[src/rtl/bus_arb_pkg.sv]
// Shared types and widths for the bus request arbiter.
package bus_arb_pkg;

  localparam int BUS_DATA_W = 32;
  localparam int HOLD_CNT_W = 3;
  localparam int STAT_CNT_W = 16;

  typedef enum logic [1:0] {
    IDLE  = 2'd0,
    HOLD  = 2'd1,
    GRANT = 2'd2,
    CLEAR = 2'd3
  } state_t;

endpackage

[src/rtl/bus_arb_rr_pick.sv]
// Combinational round-robin picker: first set request after ptr_i, wrapping.
module bus_arb_rr_pick #(
  parameter int NUM_REQ = 4,
  parameter int IDX_W   = 2
) (
  input  logic [NUM_REQ-1:0] req_i,
  input  logic [IDX_W-1:0]   ptr_i,
  output logic               valid_o,
  output logic [IDX_W-1:0]   idx_o
);

  int cand;

  // Walk offsets from farthest to nearest so the nearest set request wins.
  always_comb begin
    valid_o = 1'b0;
    idx_o   = '0;
    cand    = 0;
    for (int off = NUM_REQ; off >= 1; off--) begin
      cand = (int'(ptr_i) + off) % NUM_REQ;
      if (req_i[cand[IDX_W-1:0]]) begin
        valid_o = 1'b1;
        idx_o   = cand[IDX_W-1:0];
      end
    end
  end

endmodule

[src/rtl/bus_req_arbiter.sv]
// Round-robin req/gnt bus arbiter: captures the winner's data onto a
// registered bus, holds it HOLD_CYC cycles, pulses a grant, then zeroes
// the bus. Optional statistics counters are built when BUS_ARB_STATS_EN
// is defined.
//
// state | meaning
// IDLE  | bus zero, arbitrating among requests every cycle
// HOLD  | owner data on bus, counting down the hold time
// GRANT | one-cycle grant pulse to owner, bus still valid
// CLEAR | bus zeroed, pointer advanced to owner, requests ignored
module bus_req_arbiter
  import bus_arb_pkg::*;
#(
  parameter int NUM_REQ  = 4,
  parameter int DATA_W   = BUS_DATA_W,
  parameter int HOLD_CYC = 2
) (
  input  logic                        clk,
  input  logic                        rst,
  input  logic [NUM_REQ-1:0]          req_i,
  input  logic [NUM_REQ*DATA_W-1:0]   data_i,
  output logic [NUM_REQ-1:0]          gnt_o,
  output logic [DATA_W-1:0]           bus_o,
  output logic                        bus_valid_o,
  output logic [$clog2(NUM_REQ)-1:0]  owner_o,
  output logic                        err_drop_o,
  output logic                        err_unstable_o
`ifdef BUS_ARB_STATS_EN
  ,
  output logic [NUM_REQ*STAT_CNT_W-1:0] grant_cnt_o,
  output logic [STAT_CNT_W-1:0]         err_cnt_o
`endif
);

  localparam int IDX_W = $clog2(NUM_REQ);

  state_t                state_q, state_d;
  logic [HOLD_CNT_W-1:0] cnt_q, cnt_d;
  logic [IDX_W-1:0]      owner_q, owner_d;
  logic [IDX_W-1:0]      ptr_q, ptr_d;
  logic [DATA_W-1:0]     bus_q, bus_d;

  logic                  pick_valid;
  logic [IDX_W-1:0]      pick_idx;
  logic [DATA_W-1:0]     pick_data;
  logic [DATA_W-1:0]     owner_data;

  bus_arb_rr_pick #(
    .NUM_REQ (NUM_REQ),
    .IDX_W   (IDX_W)
  ) u_pick (
    .req_i   (req_i),
    .ptr_i   (ptr_q),
    .valid_o (pick_valid),
    .idx_o   (pick_idx)
  );

  assign pick_data  = data_i[int'(pick_idx)*DATA_W +: DATA_W];
  assign owner_data = data_i[int'(owner_q)*DATA_W +: DATA_W];

  // State, counter, owner, pointer and bus registers.
  always_ff @(posedge clk) begin
    if (rst) begin
      state_q <= IDLE;
      cnt_q   <= '0;
      owner_q <= '0;
      ptr_q   <= IDX_W'(NUM_REQ-1);
      bus_q   <= '0;
    end else begin
      state_q <= state_d;
      cnt_q   <= cnt_d;
      owner_q <= owner_d;
      ptr_q   <= ptr_d;
      bus_q   <= bus_d;
    end
  end

  // Next-state logic plus protocol checks on the current owner.
  always_comb begin
    state_d        = state_q;
    cnt_d          = cnt_q;
    owner_d        = owner_q;
    ptr_d          = ptr_q;
    bus_d          = bus_q;
    err_drop_o     = 1'b0;
    err_unstable_o = 1'b0;
    case (state_q)
      IDLE: begin
        bus_d = '0;
        if (pick_valid) begin
          owner_d = pick_idx;
          bus_d   = pick_data;
          cnt_d   = HOLD_CNT_W'(HOLD_CYC-1);
          state_d = HOLD;
        end
      end
      HOLD: begin
        err_unstable_o = (owner_data != bus_q);
        if (!req_i[owner_q]) begin
          // Owner abandoned its request: skip the grant entirely.
          err_drop_o = 1'b1;
          bus_d      = '0;
          state_d    = CLEAR;
        end else if (cnt_q == '0) begin
          state_d = GRANT;
        end else begin
          cnt_d = cnt_q - 1'b1;
        end
      end
      GRANT: begin
        err_unstable_o = (owner_data != bus_q);
        bus_d          = '0;
        state_d        = CLEAR;
      end
      CLEAR: begin
        ptr_d   = owner_q;
        state_d = IDLE;
      end
      default: state_d = IDLE;
    endcase
  end

  // Outputs decoded from registered state.
  always_comb begin
    gnt_o = '0;
    if (state_q == GRANT) gnt_o[owner_q] = 1'b1;
    bus_o       = bus_q;
    bus_valid_o = (state_q == HOLD) || (state_q == GRANT);
    owner_o     = owner_q;
  end

`ifdef BUS_ARB_STATS_EN
  logic [STAT_CNT_W-1:0] gcnt_q [NUM_REQ];
  logic [STAT_CNT_W-1:0] ecnt_q;

  // Saturating grant and error counters; a cycle with both errors counts once.
  always_ff @(posedge clk) begin
    if (rst) begin
      for (int i = 0; i < NUM_REQ; i++) gcnt_q[i] <= '0;
      ecnt_q <= '0;
    end else begin
      if (state_q == GRANT && gcnt_q[owner_q] != '1)
        gcnt_q[owner_q] <= gcnt_q[owner_q] + 1'b1;
      if ((err_drop_o || err_unstable_o) && ecnt_q != '1)
        ecnt_q <= ecnt_q + 1'b1;
    end
  end

  // Flatten per-requester counters onto the output vector.
  always_comb begin
    grant_cnt_o = '0;
    for (int i = 0; i < NUM_REQ; i++)
      grant_cnt_o[i*STAT_CNT_W +: STAT_CNT_W] = gcnt_q[i];
    err_cnt_o = ecnt_q;
  end
`endif

endmodule
[config.mk]
export PLATFORM = sky130hd
export DESIGN_NAME = bus_req_arbiter
export DESIGN_NICKNAME = d
export VERILOG_FILES = /design/src/rtl/bus_arb_pkg.sv /design/src/rtl/bus_arb_rr_pick.sv /design/src/rtl/bus_req_arbiter.sv
export SDC_FILE = /design/constraint.sdc
export NUM_CORES = 1
export LEC_CHECK = 0
export CAP_MARGIN = 40
export CELL_PAD_IN_SITES_DETAIL_PLACEMENT = 0
export CELL_PAD_IN_SITES_GLOBAL_PLACEMENT = 2
export CORE_MARGIN = 2
export CORE_UTILIZATION = 26
export DETAILED_ROUTE_END_ITERATION = 10
export GPL_TIMING_DRIVEN = 0
export PLACE_DENSITY = 0.89
export SLEW_MARGIN = 20
export SYNTH_ARGS = -nofsm -noshare
export SYNTH_HDL_FRONTEND = slang
export SYNTH_HIERARCHICAL = 1
export SYNTH_SLANG_ARGS = --single-unit
[constraint.sdc]
create_clock -name clk -period 6.7 [get_ports clk]
set_clock_uncertainty 0.1 [all_clocks]
set_input_delay 0.67 -clock clk [delete_from_list [all_inputs] [get_ports clk]]
set_output_delay 0.67 -clock clk [all_outputs]
set_load 0.01 [all_outputs]
-- After elaboration in Yosys (flattened, before gate mapping)
Index checks and enable logic that the tools add are counted.
- register bits: 41
- multiplexer cells: 35
- eq/ne operators: 9
- reductions and logical operators: 11
- magnitude comparators: 6
- shift-type cells: 2
- add/subtract/negate cells: 5
- operators with widths (operator ; count):
    $shiftx A128 B8 Y32 ; 2
    $pmux W32 S3 ; 1
    $mux W32 ; 2
    $ne A32 B32 Y1 ; 1
    $lt A2 B3 Y1 const B ; 5
    $mux W2 ; 7
    $mux W1 ; 13
    $bmux W1 S2 ; 5
    $mux W3 ; 3
    $ne A2 B2 Y1 const B ; 4
    $pmux W2 S4 ; 1
    $pmux W3 S2 ; 1
    $reduce_and A2 Y1 ; 3
    $add A2 B1 Y2 const B ; 2
    $add A2 B2 Y2 const B ; 2
    $eq A2 B2 Y1 const B ; 2
    $mux W4 ; 1
    $reduce_and A4 Y1 ; 1
    $logic_not A3 Y1 ; 1
    $ne A3 B3 Y1 const B ; 1
    $reduce_bool A3 Y1 ; 1
    $sub A3 B1 Y3 const B ; 1
    $demux W1 S2 ; 1
    $eq A2 B1 Y1 const B ; 1
    other kinds (6) ; 6

-- Logic depth before layout (Yosys ltp)
- depth after elaboration: 10
- depth in mapped cells: 8
- mapped depth without buffers: 8

-- Modules after synthesis
Netlist, hierarchy kept.
- modules (own cells, without submodules) (module ; area each (sq um) ; sequential area each (sq um) ; instances ; cells an instance):
    bus_req_arbiter ; 3543.4 ; 820.8 ; 1 ; 328
    bus_arb_rr_pick ; 91.3 ; 0.0 ; 1 ; 14

-- Worst setup path after synthesis
OpenSTA, ideal clock, no wires.
- path kind: register to output
- from: register owner_q[1] (netlist: owner_o[1])
- to: output port err_unstable_o
- stages on the path, launching flop included: 8
- slack: 4.009 ns
- arrival time: 1.921 ns
- cells stage by stage: dfxtp_1 > buf_2 > clkbuf_1 > mux4_2 > xnor2_1 > nand4_1 > nor4_1 > a21boi_1
- longest elaborated chain between the ends: 3
- RTL lines (element ; line ; source):
    start, declared ; bus_req_arbiter.sv:39 ; logic [IDX_W-1:0] owner_q, owner_d;
    start signal, assigned ; bus_req_arbiter.sv:72 ; owner_q <= owner_d;
    $shiftx A128 B8 Y32 ; bus_req_arbiter.sv:59 ; assign owner_data = data_i[int'(owner_q)*DATA_W +: DATA_W];
    $ne A32 B32 Y1 ; bus_req_arbiter.sv:98, bus_req_arbiter.sv:111 ;
    $mux W1 ; n/a ;
    end, declared ; bus_req_arbiter.sv:27 ; output logic err_unstable_o
No other way between the ends.

-- Worst setup path after layout
Same ends and word-level chain as after synthesis.

==> results.cfg <==
[outcome]
status = complete, no violations

[logic_synthesis]
synth_cell_types = 33
synth_area_mm2 = 0.00363
seq_area_frac_synth_pct = 22.6
netlist_instances = 342
synth_top_flop_cell = dfxtp_1
yosys_warnings = 6
synth_area_per_cell_um2 = 10.6
synth.ff_latch_count = 41
synth-edff-count = 0
synth_nets = 482
synth-async-reset-ratio_pct = 0

[layout]
drive_gt1_share_pct = 15.9
layout_commonest_cell = clkdlybuf4s50_1
area_delta_synth_final_pct = 57.6
n_antenna_cell = 0
nets = 662
final_area_mm2 = 0.00573
fillers = 1393
final_cell_mix = 173 x clkdlybuf4s50_1, 65 x mux4_2, 41 x dfxtp_1, 40 x a21oi_1, 38 x nand2_1

[pwr]
p_sw_share_pct = 41.5
clkPwrFrac_pct = 13.0
p_switching_uw = 755
p_comb_share_pct = 64.4
p_leak_uw = 0.00186
power_density_mw_per_mm2 = 317
vdd_drop_max_uv = 138
power.internal_uw = 1060
power_frac_seq_pct = 22.6

[floorplan]
die_area_mm2 = 0.0149
initial_core_util_pct = 26.4
die_h_um = 122
io_pins = 175
row_count = 43
floorplan.die.width_um = 122
coreArea_mm2 = 0.0138

[timing]
fin_tns_setup_ps = 0
slew_headroom_pct = 41.9
maxSlewViolCount = 0
fmax_mhz = 230
setup_viol = 0
rsz0062_at_grt = no
whs_ps = 376
fin_crit_sh_pct = 65.0
worst_pin_slew_ps = 872
hold_viol = 0
period_minus_slack_ps = 4360

[detailed_routing]
met2_wirelength_um = 7180
ant_nets = 0
drt-met1-wl_um = 5670
maxUsedRoutingLayer = met5
drt_iter0_markers = 240
drtPass1Iterations = 4
drc_errors = 0
vias = 3624
dr_wl_met3_um = 1020
viasPerCell = 5.16
route.detailed.wl_per_inst_um = 20.0
wirelength_um = 14100

[setup_path]
cp.required_ps = 5930
crit_arrival_ps = 3590
path_class = reg -> out
cp_cell_sequence = buf_2 -> clkbuf_1 -> mux4_2 -> xnor2_1 -> nand4_1 -> nor4_1 -> a21boi_1 -> clkdlybuf4s50_1
crit_slowest_cell = clkbuf_1
reg2reg_slack_ps = 4180
start_kind = register
worst-path-max-fanout = 10
critPathMaxStageDelay_ps = 660
cp-end-kind = output port

[clock_network]
cts_buffers = 5
cts_root_buf = clkbuf_16
clk_latency_ps = 280
clockBufferDepth = 2
holdBufCountCts = 0
cts_sinks = 41
cts_setup_buffers = 0
cts_resized = 0
cts_tree = built
path_clk_slew_ps = 60
h-tree-depth = 2

[global_route]
grt_max_degree = 12
grt_pass1_vias = 3686
grt_use_total_pct = 18.4
grt_remaining_overflow = 0
antenna_found_initial = 1
grt_first_pass_wirelength_um = 20500

[place]
io_buffers = 173
placed_area_mm2 = 0.00559
gp_congestion = 0.809
hpwl_um = 11100

[min_path]
hp-class = reg -> reg

[flow_run]
maxCapViolCount = 0
final timing paths:
check        cells after the start                endpoint                    start
max                              8          err_unstable_o  owner_o[1]$_SDFFE_PP0P_
min                              2   cnt_q[2]$_SDFFE_PP0P_    cnt_q[2]$_SDFFE_PP0P_
max reg2reg                      8  bus_o[17]$_SDFFE_PP0P_    ptr_q[1]$_SDFFE_PP1N_
min reg2reg                      2   cnt_q[2]$_SDFFE_PP0P_    cnt_q[2]$_SDFFE_PP0P_
area by class of cell:
cell class | count | area (µm²) | area share (%)
inverter | 7 | 26.3 | 0.459
timing repair buffer | 173 | 1730 | 30.2
sequential | 41 | 821 | 14.3
buffer | 31 | 143 | 2.49
tap | 180 | 225 | 3.93
multi-input combinational | 263 | 2650 | 46.2
clock buffer | 8 | 136 | 2.38
worst max-delay path: cells and delay by family (launching register included):
kind	cells	cell delay, ps
flops	1	400
buf+inv	3	1520
simple gates	2	590
compound gates	1	120
mux	1	420
xor+xnor	1	250
power groups by stage:
stage                     Combinational [µW]  Sequential [µW]  Clock, µW
final                                   1170              411        236
after global routing                    1270              423        252
after CTS                               1190              411        244
after detailed placement                1180              416          0
after global placement                  1170              412          0
after floorplan                          675              435          0
synth_stat cells, types with 5 or more instances:
cell	n	area [µm²]
clkbuf_1	18	67.6
nand4_1	8	50.1
mux4_2	65	1460
inv_1	7	26.3
dfxtp_1	41	821
xnor2_1	32	280
a21oi_1	40	200
nand2b_1	5	31.3
ha_1	6	75.1
buf_2	9	45.0
nor2b_1	5	31.3
nand3_1	34	170
nor2_1	7	26.3
nand2_1	38	143
layer usage:
metal / up-vias / track usage (%)
met4: 2 / 4.38
met5: - / 0
met3: 19 / 2.88
met1: 1790 / 23.3
met2: 136 / 33.0
li1: 1677 / -
metrics by stage:
| step | util, % | worst slack (ps) | cells | power, µW |
|---|---|---|---|---|
| after floorplan | - | 4010 | 342 | 1110 |
| after global placement | 40.6 | 2630 | 695 | 1580 |
| after detailed placement | 40.6 | 2650 | 695 | 1600 |
| after CTS | 41.6 | 2310 | 703 | 1850 |
| after global routing | 41.6 | 2190 | 703 | 1940 |
| final | 41.6 | 2340 | 703 | 1820 |
logic make-up after synthesis:
| logic type | share of synthesized area [%] |
|---|---|
| DFF | 22.6 |
| muxes | 40.6 |
| buffers and inverters | 4.65 |
| and+or+nand+nor | 14.5 |
| xor gates and xnor gates | 7.71 |
| adders and majority gates | 2.07 |
| AOI/OAI and AO/OA | 7.99 |
flip-flops by register name, summed over array words and instances, names as in the netlist:
name and count:
bus_o 32, cnt_q 3, owner_o 2, ptr_q 2, state_q 2
Power figures use the tool's default switching activity.
